File: src/rtl/arith_test_sequencer_pkg.sv
// Shared definitions for the arithmetic test sequencer: register map,
// CTRL/status bit positions and FSM state encoding.
package arith_test_sequencer_pkg;

  localparam logic [2:0] REG_CTRL       = 3'd0;
  localparam logic [2:0] REG_START_ADDR = 3'd1;
  localparam logic [2:0] REG_LENGTH     = 3'd2;
  localparam logic [2:0] REG_REPEAT     = 3'd3;
  localparam logic [2:0] REG_CYCLES     = 3'd4;
  localparam logic [2:0] REG_PASSES     = 3'd5;
  localparam logic [2:0] REG_INFO       = 3'd6;

  localparam int CTRL_START = 0;
  localparam int CTRL_ABORT = 1;

  typedef enum logic [1:0] {
    ST_IDLE  = 2'd0,
    ST_ISSUE = 2'd1,
    ST_DRAIN = 2'd2
  } state_t;

endpackage

File: src/rtl/arith_test_sequencer_addr_pipe.sv
// Fixed-depth delay line carrying {enable, address}; reset clears every
// stage so no stale enable can emerge after a reset.
module arith_test_sequencer_addr_pipe #(
  parameter int WIDTH = 8,
  parameter int DEPTH = 3
) (
  input  logic             clock,
  input  logic             reset,
  input  logic             src_en,
  input  logic [WIDTH-1:0] src_addr,
  output logic             dly_en,
  output logic [WIDTH-1:0] dly_addr
);

  logic [WIDTH:0] stage [DEPTH];

  always_ff @(posedge clock) begin
    if (reset) begin
      for (int i = 0; i < DEPTH; i++) stage[i] <= '0;
    end else begin
      stage[0] <= {src_en, src_addr};
      for (int i = 1; i < DEPTH; i++) stage[i] <= stage[i-1];
    end
  end

  assign dly_en   = stage[DEPTH-1][WIDTH];
  assign dly_addr = stage[DEPTH-1][WIDTH-1:0];

endmodule

File: src/rtl/arith_test_sequencer.sv
// Operand-address sequencer with result write re-timing, multi-pass runs,
// abort and a host-readable cycle/pass counter.
//
// state    | meaning
// ST_IDLE  | waiting for start; config registers writable
// ST_ISSUE | one operand read per cycle, passes back-to-back
// ST_DRAIN | no new reads; waiting L cycles for in-flight results
module arith_test_sequencer
  import arith_test_sequencer_pkg::*;
#(
  parameter int ADDR_WIDTH = 8,
  parameter int RAM_LAT    = 1,
  parameter int DUT_LAT    = 2,
  parameter int CNT_WIDTH  = 32
) (
  input  logic                  clock,
  input  logic                  reset,
  input  logic                  read,
  input  logic                  write,
  input  logic [2:0]            address,
  input  logic [31:0]           writedata,
  output logic [31:0]           readdata,
  output logic                  op_en,
  output logic [ADDR_WIDTH-1:0] op_addr,
  output logic                  res_we,
  output logic [ADDR_WIDTH-1:0] res_addr,
  output logic                  busy,
  output logic                  done
);

  localparam int LAT = RAM_LAT + DUT_LAT;
  localparam int DW  = (LAT > 1) ? $clog2(LAT) : 1;
  localparam logic [DW-1:0] DRAIN_LOAD = DW'(LAT - 1);

  state_t                 state;
  logic [ADDR_WIDTH-1:0]  start_addr;
  logic [CNT_WIDTH-1:0]   length, repeat_cnt, idx, passes, cycles;
  logic [DW-1:0]          drain_cnt;
  logic                   aborted;

  logic                   ctrl_wr, start_req, abort_req;
  logic [CNT_WIDTH-1:0]   idx_next, passes_next, passes_max;
  logic                   unused_bits;

  assign ctrl_wr     = write && (address == REG_CTRL);
  assign start_req   = ctrl_wr && writedata[CTRL_START];
  assign abort_req   = ctrl_wr && writedata[CTRL_ABORT];
  assign idx_next    = idx + CNT_WIDTH'(1);
  assign passes_next = passes + CNT_WIDTH'(1);
  assign passes_max  = (repeat_cnt == '0) ? CNT_WIDTH'(1) : repeat_cnt;
  assign busy        = (state != ST_IDLE);
  assign unused_bits = ^writedata;

  always_ff @(posedge clock) begin
    if (reset) begin
      state      <= ST_IDLE;
      start_addr <= '0;
      length     <= '0;
      repeat_cnt <= '0;
      idx        <= '0;
      passes     <= '0;
      cycles     <= '0;
      drain_cnt  <= '0;
      aborted    <= 1'b0;
      done       <= 1'b0;
      op_en      <= 1'b0;
      op_addr    <= '0;
    end else begin
      if (write && state == ST_IDLE) begin
        case (address)
          REG_START_ADDR: start_addr <= writedata[ADDR_WIDTH-1:0];
          REG_LENGTH:     length     <= writedata[CNT_WIDTH-1:0];
          REG_REPEAT:     repeat_cnt <= writedata[CNT_WIDTH-1:0];
          default: ;
        endcase
      end

      if (state != ST_IDLE && cycles != '1) cycles <= cycles + CNT_WIDTH'(1);

      case (state)
        ST_IDLE: begin
          if (start_req) begin
            aborted <= 1'b0;
            passes  <= '0;
            cycles  <= '0;
            idx     <= '0;
            if (length == '0) begin
              done <= 1'b1;
            end else begin
              done    <= 1'b0;
              state   <= ST_ISSUE;
              op_en   <= 1'b1;
              op_addr <= start_addr;
            end
          end
        end
        ST_ISSUE: begin
          if (abort_req) begin
            aborted   <= 1'b1;
            op_en     <= 1'b0;
            state     <= ST_DRAIN;
            drain_cnt <= DRAIN_LOAD;
          end else if (idx_next == length) begin
            passes <= passes_next;
            if (passes_next < passes_max) begin
              // next pass starts immediately, no bubble
              idx     <= '0;
              op_addr <= start_addr;
            end else begin
              op_en     <= 1'b0;
              state     <= ST_DRAIN;
              drain_cnt <= DRAIN_LOAD;
            end
          end else begin
            idx     <= idx_next;
            op_addr <= start_addr + ADDR_WIDTH'(idx_next);
          end
        end
        ST_DRAIN: begin
          if (drain_cnt == '0) begin
            state <= ST_IDLE;
            done  <= 1'b1;
          end else begin
            drain_cnt <= drain_cnt - DW'(1);
          end
        end
        default: state <= ST_IDLE;
      endcase
    end
  end

  always_ff @(posedge clock) begin
    if (reset) begin
      readdata <= '0;
    end else if (read) begin
      case (address)
        REG_CTRL:       readdata <= 32'({aborted, done, busy});
        REG_START_ADDR: readdata <= 32'(start_addr);
        REG_LENGTH:     readdata <= 32'(length);
        REG_REPEAT:     readdata <= 32'(repeat_cnt);
        REG_CYCLES:     readdata <= 32'(cycles);
        REG_PASSES:     readdata <= 32'(passes);
        REG_INFO:       readdata <= {8'd0, 8'(DUT_LAT), 8'(RAM_LAT), 8'(ADDR_WIDTH)};
        default:        readdata <= '0;
      endcase
    end
  end

  arith_test_sequencer_addr_pipe #(
    .WIDTH (ADDR_WIDTH),
    .DEPTH (LAT)
  ) u_addr_pipe (
    .clock    (clock),
    .reset    (reset),
    .src_en   (op_en),
    .src_addr (op_addr),
    .dly_en   (res_we),
    .dly_addr (res_addr)
  );

endmodule

File: config.mk
export PLATFORM = sky130hd
export DESIGN_NAME = arith_test_sequencer
export DESIGN_NICKNAME = d
export VERILOG_FILES = /design/src/rtl/arith_test_sequencer_pkg.sv /design/src/rtl/arith_test_sequencer_addr_pipe.sv /design/src/rtl/arith_test_sequencer.sv
export SDC_FILE = /design/constraint.sdc
export NUM_CORES = 1
export LEC_CHECK = 0
export BUFFER_PORTS_ARGS = -buffer_cell sky130_fd_sc_hd__buf_2
export CELL_PAD_IN_SITES_DETAIL_PLACEMENT = 0
export CELL_PAD_IN_SITES_GLOBAL_PLACEMENT = 1
export CORE_UTILIZATION = 41
export CTS_CLUSTER_DIAMETER = 120
export DETAILED_ROUTE_END_ITERATION = 10
export PLACE_DENSITY = 0.75
export SLEW_MARGIN = 5
export SYNTH_ARGS = -nofsm -noshare
export SYNTH_HDL_FRONTEND = slang
export SYNTH_HIERARCHICAL = 1
export SYNTH_SLANG_ARGS = --single-unit
File: constraint.sdc
create_clock -name clock -period 10.3 [get_ports clock]
set_input_delay 2.06 -clock clock [delete_from_list [all_inputs] [get_ports clock]]
set_output_delay 2.06 -clock clock [all_outputs]
set_load 0.05 [all_outputs]
=== Word-level counts from Yosys, hierarchy flattened ===
Memories as Yosys holds them, arrays and structs flattened.
Cells that the tools add are included.

* Flip-flop bits (word level): 215
* Memory bits (writable): 27
* Input port bits: 39
* Output and inout bits: 52
* Word-level logic and storage cells: 115
* Memories kept: 1

* Add/sub/neg operators: 5
* $lt $le $gt $ge: 1
* Equality and inequality tests: 20
* Mux-type cells: 47
* Bitwise logic cells: 3
* Reductions and logical operators: 25

{| class="wikitable"
|+ Memories
! name !! depth !! bits a word !! rd ports !! clocked after Yosys merged registers in !! wr ports !! RTL line !! text
|-
| u_addr_pipe.stage || 3 || 9 || 3 || 0 || 3 || arith_test_sequencer_addr_pipe.sv:15 || <nowiki>logic [WIDTH:0] stage [DEPTH];</nowiki>
|}

{| class="wikitable"
|+ Operator list
! cell !! count
|-
| two-way mux 32 bit || 10
|-
| one-hot mux 32 bit (7 select lines) || 1
|-
| one-hot mux 32 bit (2 select lines) || 2
|-
| adder 32 x 1 -> 32 bit (second input constant) || 3
|-
| logical NOT 32 bit || 2
|-
| two-way mux 8 bit || 5
|-
| == test 32 bit || 1
|-
| < comparator 32 bit || 1
|-
| != test 32 bit (second input constant) || 1
|-
| two-way mux 9 bit || 3
|-
| one-hot mux 8 bit (2 select lines) || 1
|-
| AND reduction 5 bit || 3
|-
| two-way mux 2 bit || 7
|-
| != test 2 bit (second input constant) || 7
|-
| two-way mux 1 bit || 13
|-
| AND reduction 4 bit || 3
|-
| == test 3 bit (second input constant) || 3
|-
| != test 3 bit (second input constant) || 3
|-
| adder 8 bit || 1
|-
| nonzero test 2 bit || 4
|-
| == test 3 x 2 -> 1 bit (second input constant) || 2
|-
| one-hot mux 1 bit (2 select lines) || 3
|-
| one-hot mux 2 bit (3 select lines) || 1
|-
| AND reduction 2 bit || 3
|-
| other kinds (10) || 18
|}

=== Longest topological paths before layout ===
Gate-level depths: netlist of run 1.

* Depth after elaboration: 7
* Mapped depth: 19

=== Cells and area by module ===
The synthesis of run 1 kept the hierarchy.

{| class="wikitable"
|+ By module, submodules not included
! module !! times used !! cells an instance !! area each (um2) !! seq. area each (um2)
|-
| arith_test_sequencer || 1 || 1595 || 12517.0 || 4304.1
|-
| arith_test_sequencer_addr_pipe || 1 || 64 || 809.5 || 540.5
|}

=== Worst setup path after synthesis of run 1 ===
No wires, ideal clock.

* Path type: input to register
* Start: input port address[0]
* End: register op_addr[1]
* Setup time: 0.074 ns
* Arrival: 3.987 ns
* Data required time: 10.226 ns
* Setup slack: 6.239 ns
* Stages on the path: 10
* Buffers on the path: 2
* Cells stage by stage: clkbuf_1 > nor4b_1 > nand3b_1 > o21bai_1 > nor2_1 > nor2_1 > or2_2 > or2_2 > clkbuf_1 > o21ai_0

* Word-level cells in the longest chain between the ends: 5
* Elaborated cells on any way between the ends: 7
* Those cells by class: 2 x eq/ne; 5 x reduce/logical

{| class="wikitable"
|+ RTL lines
! item !! RTL line !! text
|-
| start, declared || arith_test_sequencer.sv:20 || <nowiki>input logic [2:0] address,</nowiki>
|-
| logical NOT 3 bit * || arith_test_sequencer.sv:45 || <nowiki>assign ctrl_wr = write && (address == REG_CTRL);</nowiki>
|-
| logical AND 1 bit * || arith_test_sequencer.sv:45 ||
|-
| logical AND 1 bit (on tied branches) || arith_test_sequencer.sv:47, arith_test_sequencer.sv:46 ||
|-
| != test 2 bit (no line) || n/a ||
|-
| AND reduction 5 bit (no line) * || n/a ||
|-
| end signal, assigned || arith_test_sequencer.sv:93 || <nowiki>op_addr <= start_addr;</nowiki>
|-
| end signal, assigned || arith_test_sequencer.sv:108 || <nowiki>op_addr <= start_addr;</nowiki>
|-
| end signal, assigned || arith_test_sequencer.sv:116 || <nowiki>op_addr <= start_addr + ADDR_WIDTH'(idx_next);</nowiki>
|-
| end, declared || arith_test_sequencer.sv:24 || <nowiki>output logic [ADDR_WIDTH-1:0] op_addr,</nowiki>
|}

Mark *: on every way between the ends. The rest lies on a longest branch, timed or not.
A chain may end at the register's enable or synchronous reset.

=== Worst setup path in the final report of run 1 ===
* Start: register passes[2]
* End: register idx[0]

* Word-level cells in the longest chain between the ends: 4

{| class="wikitable"
|+ RTL lines
! item !! RTL line !! text
|-
| start, declared || arith_test_sequencer.sv:37 || <nowiki>logic [CNT_WIDTH-1:0] length, repeat_cnt, idx, passes, cycles;</nowiki>
|-
| start signal, assigned || arith_test_sequencer.sv:104 || <nowiki>passes <= passes_next;</nowiki>
|-
| adder 32 x 1 -> 32 bit || arith_test_sequencer.sv:49 || <nowiki>assign passes_next = passes + CNT_WIDTH'(1);</nowiki>
|-
| < comparator 32 bit || arith_test_sequencer.sv:105 || <nowiki>if (passes_next < passes_max) begin</nowiki>
|-
| != test 3 bit (no line) || n/a ||
|-
| AND reduction 4 bit (no line) || n/a ||
|-
| end signal, assigned || arith_test_sequencer.sv:115 || <nowiki>idx <= idx_next;</nowiki>
|-
| end, declared || arith_test_sequencer.sv:37 ||
|}

No other way between the ends.

==> impl_metrics.ini, run 1 <==
[run_status]
status = completed

[synth]
ys_async_sr_fraction_pct = 0
yosys_warnings = 6
yosysSeqAreaShare_pct = 36.4
synth_edf_count = 0
synth_cell_types = 75
yosys_most_used_dff = dfxtp_1
synth_common_cells = 242 x dfxtp_1, 196 x nand2_1, 164 x a21oi_1
synth_seq_cells = 242
avgSynthCellArea_sq_um = 8.03
synthTopCellsByArea = dfxtp_1 36%, a21oi_1 6.2%, nand2_1 5.5%
synth_top_area_share_pct = 36.4
postSynthNetCount = 1741
netlist_area_sq_um = 13300
yosysMostFrequentCell = dfxtp_1
yosysTopAreaCell = dfxtp_1
netlist_instances = 1659

[power_and_ir_drop]
total_power_uw = 2160
power_leakage_uw = 0.00583
worst_ir_drop_vdd_v = 0.000120
cellPowerDensity_nw_per_um2 = 145

[timing]
worstMarginPinSlew_ps = 1120
rsz0062_at_grt = no
worst_slack_ps = 5410
finalSetupViolCount = 0
hold_violations = 0
fin_setup_tns_ps = 0
fin_crit_ps = 4890
worst_clock_skew_ps = 10.6
drv_slew = 0
timing.fmax_mhz = 205
period_share_pct = 47.5
slew_headroom_pct = 25.5

[die]
rows = 65
dieArea_sq_um = 33200
die_h_um = 182
die_w_um = 182
core_area_sq_um = 31800
io-pin-count = 91
initial_core_util_pct = 41.9

[clock_tree]
cts_sinks = 242
clockBufferDepth = 3
htree_levels = 1
cts_hold_buf = 0
cts_resized = 0
worstSkewPairLatency_ps = 550
post_cts_buffers = 0
root_buffer = clkbuf_16
cts_buffers = 28
cts_tree = yes
clk_pin_slew_ps = 60

[global_route]
grt_pass1_vias = 11400
grt_remaining_overflow = 0
grt_max_degree = 90
grt_pass1_wl_mm = 66.7
grt.total_usage_pct = 25.7
antenna_found_initial = 2

[route]
routedWlPerCell_um = 20.3
drcViolationCount = 0
postRouteAntennaNets = 0
firstDrtPassIters = 5
vias = 12100
drt-initial-drc-count = 887
drt_wl_total_mm = 43.1
viasPerCell = 5.71

[placement]
pre_cts_ws_ps = 5120
gp_congestion = 0.935
dpl.hpwl_mm = 30.9
port-buffer-count = 90

[critical_path]
startpoint_type = register
crit_required_ps = 10790
critPathCaptureType = register
cpPeakStageDelay_ps = 710
crit_arrival_ps = 5380
path_class = register to register
path_cells = and3_1 -> and3_1 -> and3_1 -> and3_1 -> nand3_1 -> nor2_1 -> xor2_1 -> ha_1 -> a2111oi_0 -> o21ai_0 -> o21ai_0 -> o21ai_0 -> o21ai_0 -> a21oi_1 -> and4_1 -> o21ba_2 -> mux2_2
slowest_stage = o21ba_2
crit_path_max_fanout = 32

[cells_and_area]
multi_input_area_sq_um = 7720
nets = 1747
layout-drive-gt1-share_pct = 11.0
n_fill_cell = 3222
syn2layout_area_growth_pct = 11.7
ff_latch_area_sq_um = 4840

[hold_path]
hold_path.class = register to register

[run]
max-cap-violations = 0
[metrics by stage]
stage / cells / hold WS [ps] / utilization, % / area (sq um)
final: 2121 / 430 / 46.8 / 14900
after global routing: 2121 / 451 / 46.8 / 14900
after CTS: 2120 / 436 / 46.8 / 14900
after detailed placement: 2070 / 422 / 43.7 / 13900
after global placement: 2070 / 415 / 43.7 / 13900
after floorplan: 1659 / 414 / - / 13300
[metal layers]
layer | global-route usage [%] | vias up | share of wire, %
met5 | 0 | - | 0.021
met4 | 8.13 | 2 | 2.9
met3 | 3.69 | 71 | 6.1
met2 | 41.5 | 372 | 45
met1 | 35.1 | 5754 | 46
li1 | - | 5907 | -
[final cells by class]
class                   count  area share, %
multi-input cells        1234           51.9
flip-flops and latches    242           32.5
clock buffers              38           5.44
repair buffers            104           3.77
well taps                 435           3.66
inverters                  55           1.39
clock inverters            12           1.28
diodes                      1         0.0168
[critical path, delay by kind of cell, from the launching register on]
| kind | cells | cell delay [ps] |
|---|---|---|
| flops | 1 | 440 |
| compound gates | 7 | 1520 |
| mux | 1 | 290 |
| simple gates | 7 | 2180 |
| xor+xnor | 1 | 210 |
| fa+ha+maj | 1 | 200 |
[layout by cell type (no fill, tap or decap), drive strengths merged, types with 6 or more instances in the layout]
cell / n
nor2b: 43
nand4: 51
xor2: 47
nand2: 196
and3: 34
a21oi: 164
ha: 42
nor3: 37
xnor2: 68
a211o: 27
mux2i: 27
nand3: 52
and2: 6
o21ai: 63
and4b: 18
and4: 7
a21o: 9
clkbuf: 38
dfxtp: 242
nor4: 40
and2b: 7
nor4b: 10
a31oi: 6
a211oi: 7
nor2: 129
buf: 104
inv: 55
nand2b: 12
or3: 8
a22oi: 48
[flip-flops by register name, summed over array words and instances, names as in the netlist, 8 cells and up]
signal             flops
op_addr                8
repeat_cnt            32
start_addr             8
passes                32
cycles                32
readdata              32
length                32
u_addr_pipe/stage     27
idx                   32
[power breakdown]
part	switching (uW)	internal (uW)	total (uW)
clock network	410	671	1080
logic	89.6	35.5	125
registers	13.1	944	957
total	513	1650	2160
[cells by family (layout without fill, tap and decap cells)]
family,Yosys count,count (layout),share of synthesized area [%]
AO/OA/AOI/OAI,374,374,17.4
XOR/XNOR,115,115,7.56
adder cells (fa/ha/maj),43,43,4.09
buffers and inverters,183,209,5.87
flip-flops,242,242,36.4
multiplexers,30,30,2.28
other,0,1,0
AND/OR/NAND/NOR,672,672,26.5
[worst paths after layout]
path / from / endpoint / slack [ps] / cells past startpoint
max reg2reg: passes[2] / idx[0] / 5410 / 17
min reg2reg: u_addr_pipe/stage[0][4] / u_addr_pipe/stage[0][13] / 430 / 1
max: passes[2] / idx[0] / 5410 / 17
min: u_addr_pipe/stage[0][4] / u_addr_pipe/stage[0][13] / 430 / 1
Power figures use the tool's default switching activity.
==> inputs of run 2 (changes only) <==
==> constraint.sdc (replaced) <==
create_clock -name clock -period 5.1 [get_ports clock]
set_input_delay 1.02 -clock clock [delete_from_list [all_inputs] [get_ports clock]]
set_output_delay 1.02 -clock clock [all_outputs]
set_load 0.05 [all_outputs]
==> run 2 against run 1 <==
Clock skew shrank 1.0 ps; via count grew 0.92%; largest power group unchanged; first-iteration DRC count grew 2.3%; final cell count increased by 0.47%; critical path type unchanged; critical endpoint is now idx[7]; worst hold slack gained 4.6 ps; die area unchanged.
==> impl_metrics.ini, run 2 (synthesis gave the netlist of run 1 again) <==
[run_status]
status = completed

[timing]
drv_slew = 0
worst_clock_skew_ps = 9.59
finalSetupViolCount = 0
hold_violations = 0
fin_setup_tns_ps = 0
worstMarginPinSlew_ps = 1090
fin_crit_ps = 4600
period_share_pct = 90.1
rsz0062_at_grt = no
slew_headroom_pct = 27.0
timing.fmax_mhz = 218

[cells_and_area]
syn2layout_area_growth_pct = 12.4
fin_area_sq_um = 15000
layout-drive-gt1-share_pct = 11.4
layout_commonest_cell = dfxtp_1
most-common-layout-cells = 242 x dfxtp_1, 196 x nand2_1, 164 x a21oi_1
finalNonFillerCells = 2131
diodes = 0
nets = 1758

[global_route]
grt_pass1_wl_mm = 67.2
grt_remaining_overflow = 0
antenna_found_initial = 0
grt_pass1_vias = 11500
grt.total_usage_pct = 25.8
grt_max_degree = 78

[critical_path]
crit_family = simple AND/OR/NAND/NOR gates
rr_startpoint = passes[1]
startpoint_type = register
r2r_end = idx[7]
crit_path_max_fanout = 32
critPathBufInv = 0
path_class = register to register
cpPeakStageDelay_ps = 460
crit_arrival_ps = 5040
critPathCaptureType = register
reg2reg_depth = 17
rrSetupSlack_ps = 500
slowest_stage = o21ba_2
path_cells = ha_1 -> and3_1 -> and3_1 -> and3_1 -> and2_1 -> nand4_1 -> xnor2_1 -> ha_1 -> a2111oi_0 -> o21ai_0 -> o21ai_0 -> o21ai_0 -> nor3_1 -> a21oi_1 -> and4_1 -> o21ba_2 -> a221o_1
crit_required_ps = 5540

[die]
die_w_um = 182
core_area_sq_um = 31800
rows = 65
die_h_um = 182
initial_core_util_pct = 41.9
dieArea_sq_um = 33200
io-pin-count = 91

[placement]
post_dp_cell_area_sq_um = 14000
dpl.cell_count = 2081
port-buffer-count = 90
dpl.hpwl_mm = 31.5
gp_congestion = 0.906

[route]
drt_wl_total_mm = 43.0
viasPerCell = 5.73
vias = 12200
drt-initial-drc-count = 907
drcViolationCount = 0
postRouteAntennaNets = 0
firstDrtPassIters = 5
routedWlPerCell_um = 20.2

[clock_tree]
root_buffer = clkbuf_16
clockBufferDepth = 3
cts_sinks = 242
cts_tree = yes
cts_hold_buf = 0
clk_pin_slew_ps = 60
cts_resized = 0
worstSkewPairLatency_ps = 550
cts_buffers = 28
post_cts_buffers = 0
htree_levels = 1

[hold_path]
hold_path.class = register to register
holdCritStartpoint = u_addr_pipe/stage[0][8]
whs_path_depth = 1
hold_end = u_addr_pipe/stage[0][17]

[power_and_ir_drop]
power_leakage_uw = 0.00590
worst_ir_drop_vdd_v = 0.000246
total_power_uw = 4430
cellPowerDensity_nw_per_um2 = 296

[run]
max-cap-violations = 0
## run 2: metrics by stage
step	worst slack [ps]	utilization, %	hold slack (ps)
final	503	47.1	435
after global routing	123	47.1	451
after CTS	566	47.1	439
after detailed placement	578	43.9	421
after global placement	630	43.9	417
after floorplan	1250	-	414
## run 2: layout make-up
| class | count | area [sq um] |
|---|---|---|
| Fill cell | 3199 | 16800 |
| Tap cell | 435 | 544 |
| Multi-Input combinational cell | 1234 | 7720 |
| Clock buffer | 38 | 779 |
| Timing Repair Buffer | 115 | 644 |
| Clock inverter | 12 | 239 |
| Inverter | 55 | 206 |
| Sequential cell | 242 | 4840 |
## run 2: power breakdown
part	internal [uW]	leakage, uW	switching (uW)	total, uW
combinational	73.8	0.00344	182	256
sequential	1910	0.00195	25.6	1930
clock	1420	0.000499	828	2240
## run 2: how the worst max path moves through the flow
stage,start,endpoint,slack (ps),cells after the start
after floorplan,passes[0],idx[18],1250,19
after global placement,passes[1],idx[7],630,17
after detailed placement,passes[1],idx[7],580,17
after CTS,passes[1],idx[7],570,17
after global routing,passes[0],idx[7],120,17
final,passes[1],idx[7],500,17
## run 2: worst reg2reg max path, stage by stage (launching register included)
cell       delay [ps]
dfxtp_1           390
ha_1              310
and3_1            240
and3_1            240
and3_1            260
and2_1            370
nand4_1           180
xnor2_1           180
ha_1              220
a2111oi_0         330
o21ai_0           130
o21ai_0            80
o21ai_0           120
nor3_1            190
a21oi_1           130
and4_1            240
o21ba_2           460
a221o_1           440
## run 2: routing by layer
| metal | global-route usage, % | part of all wire [%] | up-vias |
|---|---|---|---|
| li1 | - | - | 5923 |
| met1 | 35.0 | 46 | 5836 |
| met2 | 40.8 | 44 | 366 |
| met3 | 3.25 | 5.1 | 92 |
| met4 | 11.8 | 4.9 | 0 |
| met5 | 0 | 0 | - |
==> inputs of run 3 (changes only) <==
--- a/config.mk
+++ b/config.mk
@@ -11,6 +11,7 @@
 export CORE_UTILIZATION = 41
 export CTS_CLUSTER_DIAMETER = 120
 export DETAILED_ROUTE_END_ITERATION = 10
+export GPL_TIMING_DRIVEN = 0
 export PLACE_DENSITY = 0.75
 export SLEW_MARGIN = 5
 export SYNTH_ARGS = -nofsm -noshare
==> run 3 against run 2 <==
Critical path depth is 1 higher; combinational power is 8.6% higher; clock-buffer cell count stayed put; sequential share of layout area is 0.65 points lower; first-iteration DRC count is 16% higher; critical endpoint is now idx[27]; largest power group unchanged; highest routed layer is now met5.
==> impl_metrics.ini, run 3 (synthesis gave the netlist of run 1 again) <==
[clock_tree]
cts_buffers = 29
cts_sinks = 242
clk_pin_slew_ps = 60
htree_levels = 1
root_buffer = clkbuf_16
cts_hold_buf = 0
clockBufferDepth = 3
cts_resized = 0
post_cts_buffers = 0
worstSkewPairLatency_ps = 560
cts_tree = yes

[global_route]
met2_usage_pct = 44.1
grt_remaining_overflow = 0
use_met3_pct = 4.81
top_usage_layer = met2
grt_max_degree = 15
grt_pass1_vias = 12100
grt_use_met1_pct = 39.5
antenna_found_initial = 2
grt_pass1_wl_mm = 72.4
grt.total_usage_pct = 28.5

[timing]
worstMarginPinSlew_ps = 939
fin_crit_ps = 4840
period_share_pct = 94.9
worst_clock_skew_ps = 22.8
rsz0062_at_grt = no
fin_setup_tns_ps = 0
timing.fmax_mhz = 207
drv_slew = 0
finalSetupViolCount = 0
hold_violations = 0
slew_headroom_pct = 37.3

[critical_path]
startpoint_type = register
crit_path_max_fanout = 10
reg2reg_depth = 18
crit_required_ps = 5550
crit_arrival_ps = 5290
path_class = register to register
critPathCaptureType = register

[route]
routedWlPerCell_um = 21.3
drt_wl_total_mm = 47.5
drcViolationCount = 0
postRouteAntennaNets = 0
vias = 12900
drt-initial-drc-count = 1052
viasPerCell = 5.80
firstDrtPassIters = 5

[run_status]
status = completed

[hold_path]
hold_path.class = register to register
whs_path_depth = 1

[power_and_ir_drop]
worst_ir_drop_vdd_v = 0.000268
cellPowerDensity_nw_per_um2 = 286
power_leakage_uw = 0.00604

[die]
core_area_sq_um = 31800
die_h_um = 182
die_w_um = 182
rows = 65
dieArea_sq_um = 33200
io-pin-count = 91
initial_core_util_pct = 41.9

[cells_and_area]
diodes = 0
most-common-layout-cells = 242 x dfxtp_1, 196 x nand2_1, 164 x a21oi_1
syn2layout_area_growth_pct = 14.7
layout_commonest_cell = dfxtp_1
nets = 1859
layout-drive-gt1-share_pct = 11.4
fin_area_sq_um = 15300

[placement]
dpl.hpwl_mm = 36.8
post_dp_cell_area_sq_um = 14300
port-buffer-count = 89
gp_congestion = 0.919

[run]
max-cap-violations = 0
## run 3: layout make-up
type / instances / area [sq um]
clock inverter: 13 / 198
sequential: 242 / 4840
fill: 3263 / 16500
buffer: 126 / 568
timing repair buffer: 89 / 445
clock buffer: 38 / 779
multi-input combinational: 1234 / 7700
tap: 435 / 544
inverter: 55 / 206
## run 3: layer usage
| layer | share of wire (%) | up-vias |
|---|---|---|
| met4 | 3.9 | 2 |
| li1 | - | 6124 |
| met5 | 0.029 | - |
| met2 | 44 | 510 |
| met3 | 7.4 | 86 |
| met1 | 45 | 6215 |
## run 3: stage by stage
| step | std cells | setup WS [ps] | power (uW) | hold slack, ps | utilization, % |
|---|---|---|---|---|---|
| after detailed placement | 2183 | 302 | 2250 | 421 | 45.0 |
| after CTS | 2234 | 271 | 4400 | 435 | 48.1 |
| after global placement | 2183 | 363 | 2250 | 416 | 45.0 |
| final | 2232 | 258 | 4380 | 431 | 48.1 |
| after global routing | 2232 | 49.0 | 4500 | 443 | 48.1 |
| after floorplan | 1659 | 1250 | 2120 | 414 | - |
## run 3: worst paths after layout
path / start / to / slack, ps
worst min-delay path: u_addr_pipe/stage[0][7] / u_addr_pipe/stage[0][16] / 430
worst max register to register: passes[1] / idx[27] / 260
worst min register to register: u_addr_pipe/stage[0][7] / u_addr_pipe/stage[0][16] / 430
worst max-delay path: passes[1] / idx[27] / 260
## run 3: power breakdown
part	switching [uW]	leakage, uW	total [uW]	internal, uW
clock network	841	0.000483	2160	1320
registers	27.9	0.00195	1930	1910
logic	199	0.00361	278	78.5
total	1070	0.00604	4380	3310
## run 3: worst max-delay path, stage by stage, from the launching register on
cell and delay (ps):
dfxtp_1 410, ha_1 300, and3_1 260, and3_1 260, and3_1 260, and2_1 400
nand4_1 170, xnor2_1 190, ha_1 240, a2111oi_0 410, o21ai_0 150, o21ai_0 100
o21ai_0 130, nor3_1 230, a21oi_1 140, and4_1 270, o21ba_2 250, buf_2 220
a211o_1 320
